File: config.mk
export PLATFORM = sky130hd
export DESIGN_NAME = vector_line_gen
export DESIGN_NICKNAME = d
export VERILOG_FILES = /design/src/rtl/vector_line_gen.sv
export SDC_FILE = /design/constraint.sdc
export NUM_CORES = 1
export LEC_CHECK = 0
export BUFFER_PORTS_ARGS = -buffer_cell sky130_fd_sc_hd__clkbuf_2
export CAP_MARGIN = 20
export CORE_ASPECT_RATIO = 1.25
export CORE_MARGIN = 2
export CORE_UTILIZATION = 60
export DETAILED_ROUTE_END_ITERATION = 12
export PLACE_DENSITY = 0.84
export SYNTH_ARGS = -nofsm -noshare
export SYNTH_HDL_FRONTEND = slang
export SYNTH_SLANG_ARGS = --single-unit
File: constraint.sdc
create_clock -name clk -period 6.1 [get_ports clk]
set_input_delay 0.305 -clock clk [delete_from_list [all_inputs] [get_ports clk]]
set_output_delay 0.305 -clock clk [all_outputs]
set_load 0.01 [all_outputs]
File: src/rtl/vector_line_gen.sv
// Bresenham line walker for the vector display: accepts segments and emits each
// point as an X then Y strobe to the DAC driver, with beam enable for draws.
module vector_line_gen #(
    parameter int unsigned WIDTH = 12,
    parameter logic [15:0] DWELL = 16'd64
) (
    input  logic             clk,
    input  logic             reset,
    input  logic [WIDTH-1:0] seg_x,
    input  logic [WIDTH-1:0] seg_y,
    input  logic             seg_draw,
    input  logic             seg_valid,
    output logic             seg_ready,
    output logic [WIDTH-1:0] dac_value,
    output logic             dac_axis,
    output logic             dac_strobe,
    input  logic             dac_ready,
    output logic             beam_on,
    output logic             busy
);
    localparam int unsigned EW = WIDTH + 2;

    typedef enum logic [2:0] {
        S_IDLE, S_SETUP, S_SEND_X, S_SEND_Y, S_STEP, S_DWELL
    } state_t;

    state_t state, state_nxt;

    logic [WIDTH-1:0]     px, py, tx, ty, px_nxt, py_nxt, tx_nxt, ty_nxt;
    logic                 draw, x_neg, y_neg, draw_nxt, x_neg_nxt, y_neg_nxt;
    logic signed [EW-1:0] dx, dy, err, dx_nxt, dy_nxt, err_nxt;
    logic [15:0]          dwell_cnt, dwell_cnt_nxt;
    logic [WIDTH-1:0]     dac_value_nxt;
    logic                 dac_axis_nxt, dac_strobe_nxt, beam_on_nxt, seg_ready_nxt, busy_nxt;

    logic                 accept_c, slot_c, at_target_c, step_x_c, step_y_c;
    logic signed [EW:0]   e2_c, dx_w_c, dy_w_c;
    logic [WIDTH-1:0]     abs_x_c, abs_y_c;

    // The strobe gate covers the cycle before the driver drops its ready
    assign accept_c    = (state == S_IDLE) && seg_valid && seg_ready;
    assign slot_c      = dac_ready && !dac_strobe;
    assign at_target_c = (px == tx) && (py == ty);
    assign abs_x_c     = (tx >= px) ? (tx - px) : (px - tx);
    assign abs_y_c     = (ty >= py) ? (ty - py) : (py - ty);
    assign e2_c        = {err, 1'b0};
    assign dx_w_c      = {dx[EW-1], dx};
    assign dy_w_c      = {dy[EW-1], dy};
    assign step_x_c    = (e2_c >= dy_w_c);
    assign step_y_c    = (e2_c <= dx_w_c);

    always_ff @(posedge clk or negedge reset) begin
        if (!reset) state <= S_IDLE;
        else        state <= state_nxt;
    end

    always_comb begin
        state_nxt = state;
        case (state)
            S_IDLE:   if (accept_c) state_nxt = S_SETUP;
            S_SETUP:  state_nxt = (!draw || at_target_c) ? S_SEND_X : S_STEP;
            S_STEP:   state_nxt = S_SEND_X;
            S_SEND_X: if (slot_c) state_nxt = S_SEND_Y;
            S_SEND_Y: begin
                if (slot_c) begin
                    if (!at_target_c)          state_nxt = S_STEP;
                    else if (DWELL == 16'd0)   state_nxt = S_IDLE;
                    else                       state_nxt = S_DWELL;
                end
            end
            S_DWELL:  if (dwell_cnt == DWELL - 16'd1) state_nxt = S_IDLE;
            default:  state_nxt = S_IDLE;
        endcase
    end

    // Next values for datapath and registered outputs
    always_comb begin
        px_nxt         = px;
        py_nxt         = py;
        tx_nxt         = tx;
        ty_nxt         = ty;
        draw_nxt       = draw;
        x_neg_nxt      = x_neg;
        y_neg_nxt      = y_neg;
        dx_nxt         = dx;
        dy_nxt         = dy;
        err_nxt        = err;
        dwell_cnt_nxt  = dwell_cnt;
        dac_value_nxt  = dac_value;
        dac_axis_nxt   = dac_axis;
        dac_strobe_nxt = 1'b0;
        beam_on_nxt    = beam_on;
        case (state)
            S_IDLE: begin
                if (accept_c) begin
                    tx_nxt   = seg_x;
                    ty_nxt   = seg_y;
                    draw_nxt = seg_draw;
                end
            end
            S_SETUP: begin
                x_neg_nxt   = (tx < px);
                y_neg_nxt   = (ty < py);
                dx_nxt      = EW'(abs_x_c);
                dy_nxt      = -EW'(abs_y_c);
                err_nxt     = EW'(abs_x_c) - EW'(abs_y_c);
                beam_on_nxt = draw;
                if (!draw) begin
                    px_nxt = tx;
                    py_nxt = ty;
                end
            end
            S_STEP: begin
                err_nxt = err + (step_x_c ? dy : EW'(0)) + (step_y_c ? dx : EW'(0));
                if (step_x_c) px_nxt = x_neg ? (px - WIDTH'(1)) : (px + WIDTH'(1));
                if (step_y_c) py_nxt = y_neg ? (py - WIDTH'(1)) : (py + WIDTH'(1));
                beam_on_nxt = draw;
            end
            S_SEND_X: begin
                if (slot_c) begin
                    dac_strobe_nxt = 1'b1;
                    dac_axis_nxt   = 1'b1;
                    dac_value_nxt  = px;
                end
            end
            S_SEND_Y: begin
                if (slot_c) begin
                    dac_strobe_nxt = 1'b1;
                    dac_axis_nxt   = 1'b0;
                    dac_value_nxt  = py;
                    dwell_cnt_nxt  = '0;
                    if (at_target_c && DWELL == 16'd0) beam_on_nxt = 1'b0;
                end
            end
            S_DWELL: begin
                if (dwell_cnt == DWELL - 16'd1) beam_on_nxt = 1'b0;
                else                            dwell_cnt_nxt = dwell_cnt + 16'd1;
            end
            default: ;
        endcase
        seg_ready_nxt = (state_nxt == S_IDLE);
        busy_nxt      = (state_nxt != S_IDLE);
    end

    always_ff @(posedge clk or negedge reset) begin
        if (!reset) begin
            px         <= '0;
            py         <= '0;
            tx         <= '0;
            ty         <= '0;
            draw       <= 1'b0;
            x_neg      <= 1'b0;
            y_neg      <= 1'b0;
            dx         <= '0;
            dy         <= '0;
            err        <= '0;
            dwell_cnt  <= '0;
            dac_value  <= '0;
            dac_axis   <= 1'b0;
            dac_strobe <= 1'b0;
            beam_on    <= 1'b0;
            seg_ready  <= 1'b1;
            busy       <= 1'b0;
        end else begin
            px         <= px_nxt;
            py         <= py_nxt;
            tx         <= tx_nxt;
            ty         <= ty_nxt;
            draw       <= draw_nxt;
            x_neg      <= x_neg_nxt;
            y_neg      <= y_neg_nxt;
            dx         <= dx_nxt;
            dy         <= dy_nxt;
            err        <= err_nxt;
            dwell_cnt  <= dwell_cnt_nxt;
            dac_value  <= dac_value_nxt;
            dac_axis   <= dac_axis_nxt;
            dac_strobe <= dac_strobe_nxt;
            beam_on    <= beam_on_nxt;
            seg_ready  <= seg_ready_nxt;
            busy       <= busy_nxt;
        end
    end
endmodule

==> results.rst <==
.. list-table::
   :header-rows: 1

   * - Metric
     - Value
   * - Per-cell routed wire length
     - roughly 18 microns
   * - Post-synth net total
     - about 1400
   * - Relative slew slack
     - 0.233
   * - Post-synth cell types
     - 73
   * - Insertion delay to the later sink of the worst-skew pair
     - ~0.43 ns
   * - Achievable Freq
     - about 0.18 GHz
   * - Number of enable-type register cells in the synthesized netlist
     - 0
   * - Measured slew at the worst slew-check pin
     - approximately 1.1 ns
   * - TritonCTS clock tree
     - done
   * - Synthesized instance count
     - 1189
   * - Overall die area
     - about 18000 sq um
   * - N_diodes
     - 0
   * - FF+latch count, synth
     - around 130
   * - Synthesized area
     - around 10000 sq um
   * - Critical path type
     - flop to flop
   * - IO Port Bufs
     - 45
   * - Crit path launch type
     - flop
   * - CTS Root Cell
     - sky130_fd_sc_hd__clkbuf_16
   * - Maximum number of buffers from clock root to sink
     - 2
   * - Max incr delay on CP
     - 0.98 ns
   * - Worst Hold Endpoint
     - ty[0]
   * - Syn Area/Cell
     - between 8 and 9 sq um
   * - Count of standard-cell rows
     - 53
   * - Starting utilization of the core area
     - 0.615
   * - Via-to-Cell Ratio
     - between 5 and 6
   * - Clock slew at reported path FFs
     - 0.07 ns
   * - Cell type contributing the most total cell area after synthesis
     - sky130_fd_sc_hd__dfrtp_1
   * - Final total negative setup slack
     - 0 ns
   * - Max Transition Viols Final
     - 0
   * - Most numerous cell types in the synthesized netlist
     - 126 x sky130_fd_sc_hd__dfrtp_1, 121 x sky130_fd_sc_hd__nand2_1, 118 x sky130_fd_sc_hd__ha_1
   * - Die extent in x
     - about 120 microns
   * - Total number of nets in the final design
     - 1384
   * - Worst reg2reg path endpoint
     - err[13]
   * - Post-synth top area share
     - 0.304
   * - Final worst clock skew
     - around 0.0096 ns
   * - Global route total overflow
     - 0
   * - Required @ worst endpoint
     - 6.40 ns
   * - Top Ports
     - 46
   * - R2R cell count
     - 18
   * - Chain of cells forming the critical path
     - ha_1 > a21o_1 > a2111oi_0 > a21oi_1 > and2_1 > fa_1 > ha_1 > fa_1 > a21o_1 > a21oi_1 > nor2b_1 > o21a_1 > or4_1 > a31o_2 > a21oi_1 > o21ai_0 > xnor2_1 > a21oi_1
   * - Cell with the most instances after synthesis
     - sky130_fd_sc_hd__dfrtp_1
   * - Most used flip-flop cell after synthesis
     - sky130_fd_sc_hd__dfrtp_1
   * - Core area
     - 16800 sq um
   * - Worst Hold Path Cells
     - 3
   * - Layout cell share with drive strength beyond 1
     - 0.100
   * - Register area share after synthesis
     - 0.307
   * - RSZ-0062 raised after global routing
     - no
   * - Violation count after the first detailed-route iteration
     - approximately 500
   * - Number of hold violations in the final report
     - 0
   * - Max cap viols
     - 0
   * - Critical-path top delay cell
     - sky130_fd_sc_hd__a2111oi_0
   * - Depth of the CTS H-tree
     - 4
   * - Launch instance of the worst min-delay path
     - seg_y[0]
   * - Via total after detailed routing
     - approximately 8600
   * - Antenna Violating Nets Remaining
     - 0
   * - Clock sinks
     - 127
   * - Y dimension of the die
     - ~150 microns
   * - Yosys warning total
     - 0
   * - Remaining design rule violation count
     - 0
   * - Maximum number of pins on one net before global-route repair
     - ~70
   * - Async S/R FF share, synth
     - 1.00
   * - Cell type with the highest occurrence count on the critical path
     - sky130_fd_sc_hd__a21oi_1
   * - Ranking of synthesized cells by area
     - sky130_fd_sc_hd__dfrtp_1 30%, sky130_fd_sc_hd__ha_1 14%, sky130_fd_sc_hd__a21oi_1 4.6%
   * - Number of buffers inserted to repair setup after CTS
     - 0
   * - Filler instances
     - approximately 1300
   * - Crit-path max FO
     - 4
   * - Path class of the lowest-slack min-delay path
     - input port to flop
   * - Final worst path period need
     - roughly 5.6 ns
   * - Final-report setup violation count
     - 0
   * - 1st-pass router iterations
     - 5
   * - Global-route wire length before repair
     - approximately 42000 microns
   * - Vias in the first global route
     - between 8000 and 9000
   * - Sum of routed wire length over all layers
     - 25400 microns
   * - Antenna violations before repair
     - 0
   * - Reg-to-reg startpoint
     - err[11]
   * - Number of buffers created by CTS
     - 17
   * - Internal reg-to-reg setup slack
     - just under 0.5 ns
   * - Final critical-path share of the clock period
     - 0.921
   * - Post-detailed-placement half-perimeter wirelength
     - between 15000 and 20000 microns
   * - Data arrival at the endpoint of the critical path
     - 5.91 ns
   * - Status
     - complete, no violations
   * - Setup crit end kind
     - flop
   * - Overall fraction of global-route tracks in use
     - 0.295
   * - GP Congestion
     - 0.915
   * - Area grow syn2layout
     - 9.75%
[registers in the layout, summed over array words and instances, names as in the netlist]
register and cells:
beam_on 1, busy 1, dac_axis 1, dac_strobe 1, dac_value 12, draw 1, dwell_cnt 16, dx 12
dy 14, err 14, px 12, py 12, seg_ready 1, state 3, tx 12, ty 12
x_neg 1, y_neg 1
[what timing repair did]
| item | 4_1_cts | 5_1_grt |
|---|---|---|
| hold buffers | 1 | 0 |
| gates resized for setup | 0 | 0 |
| hold endpoints to repair | 56 | 0 |
[kinds of logic (layout without fill, tap and decap cells)]
group / after synthesis / in the layout / synth area share
AO/OA/AOI/OAI: 329 / 329 / 0.201
AND/OR/NAND/NOR: 325 / 325 / 0.147
buffers and inverters: 153 / 194 / 0.0584
adder cells (fa/ha/maj): 138 / 138 / 0.181
flip-flops: 127 / 127 / 0.307
XOR/XNOR: 80 / 80 / 0.0684
multiplexers: 37 / 37 / 0.0374
[cell type report]
class / instances / area (sq um) / area share
clock inverters: 15 / 188 / 0.0165
repair buffers: 57 / 320 / 0.0282
clock buffers: 17 / 425 / 0.0374
flip-flops and latches: 127 / 3180 / 0.280
inverters: 105 / 394 / 0.0347
well taps: 220 / 275 / 0.0242
multi-input cells: 909 / 6590 / 0.579
[per-layer routing]
metal / vias up / global-route usage / part of all wire
li1: 4204 / - / -
met1: 4077 / 0.349 / 0.41
met2: 262 / 0.506 / 0.48
met3: 84 / 0.0474 / 0.044
met4: 0 / 0.174 / 0.058
met5: - / 0 / 0
[critical path, delay by kind of cell (launching register included)]
| family | cells | cell delay [ns] |
|---|---|---|
| AOI/OAI and AO/OA | 10 | 2.72 |
| adders and majority gates | 4 | 1.42 |
| and+or+nand+nor | 3 | 0.76 |
| DFF | 1 | 0.43 |
| xor gates and xnor gates | 1 | 0.15 |
[metrics by stage]
step	cell area [sq um]	hold WS [ns]	setup WS [ns]	std cells	utilization
global route	11400	0.0854	0.402	1450	0.675
global placement	10700	0.408	0.778	1417	0.638
detailed placement	10700	0.418	0.600	1417	0.638
CTS	11400	0.0734	0.591	1450	0.675
finish	11400	0.0797	0.482	1450	0.675
floorplan	10400	0.00941	1.29	1189	-
[placed cells by master, fill, tap and decap left out, types with 10 or more instances in the layout]
cell type / instances
sky130_fd_sc_hd__a21o_1: 28
sky130_fd_sc_hd__fa_1: 20
sky130_fd_sc_hd__o21ai_0: 94
sky130_fd_sc_hd__inv_1: 105
sky130_fd_sc_hd__buf_4: 12
sky130_fd_sc_hd__mux2_2: 10
sky130_fd_sc_hd__a211oi_1: 17
sky130_fd_sc_hd__mux2i_1: 26
sky130_fd_sc_hd__clkbuf_2: 44
sky130_fd_sc_hd__a21oi_1: 96
sky130_fd_sc_hd__nor2_1: 84
sky130_fd_sc_hd__dfrtp_1: 126
sky130_fd_sc_hd__nand4_1: 14
sky130_fd_sc_hd__xnor2_1: 45
sky130_fd_sc_hd__and2_1: 18
sky130_fd_sc_hd__ha_1: 118
sky130_fd_sc_hd__nor2b_1: 13
sky130_fd_sc_hd__nand3_1: 17
sky130_fd_sc_hd__clkbuf_16: 17
sky130_fd_sc_hd__xor2_1: 34
sky130_fd_sc_hd__nand2_1: 121
sky130_fd_sc_hd__nor3_1: 16
[worst max path at each step]
stage	from	endpoint	slack (ns)	cells after the start
after floorplan	err[3]	err[13]	1.29	22
after global placement	err[11]	err[13]	0.78	18
after detailed placement	err[11]	err[13]	0.60	18
after CTS	err[11]	err[13]	0.59	18
after global routing	err[11]	err[13]	0.40	18
final	err[11]	err[13]	0.48	18
Power is not shown: default switching activity piles up to over one toggle a cycle in this logic, so the estimate is an artifact.
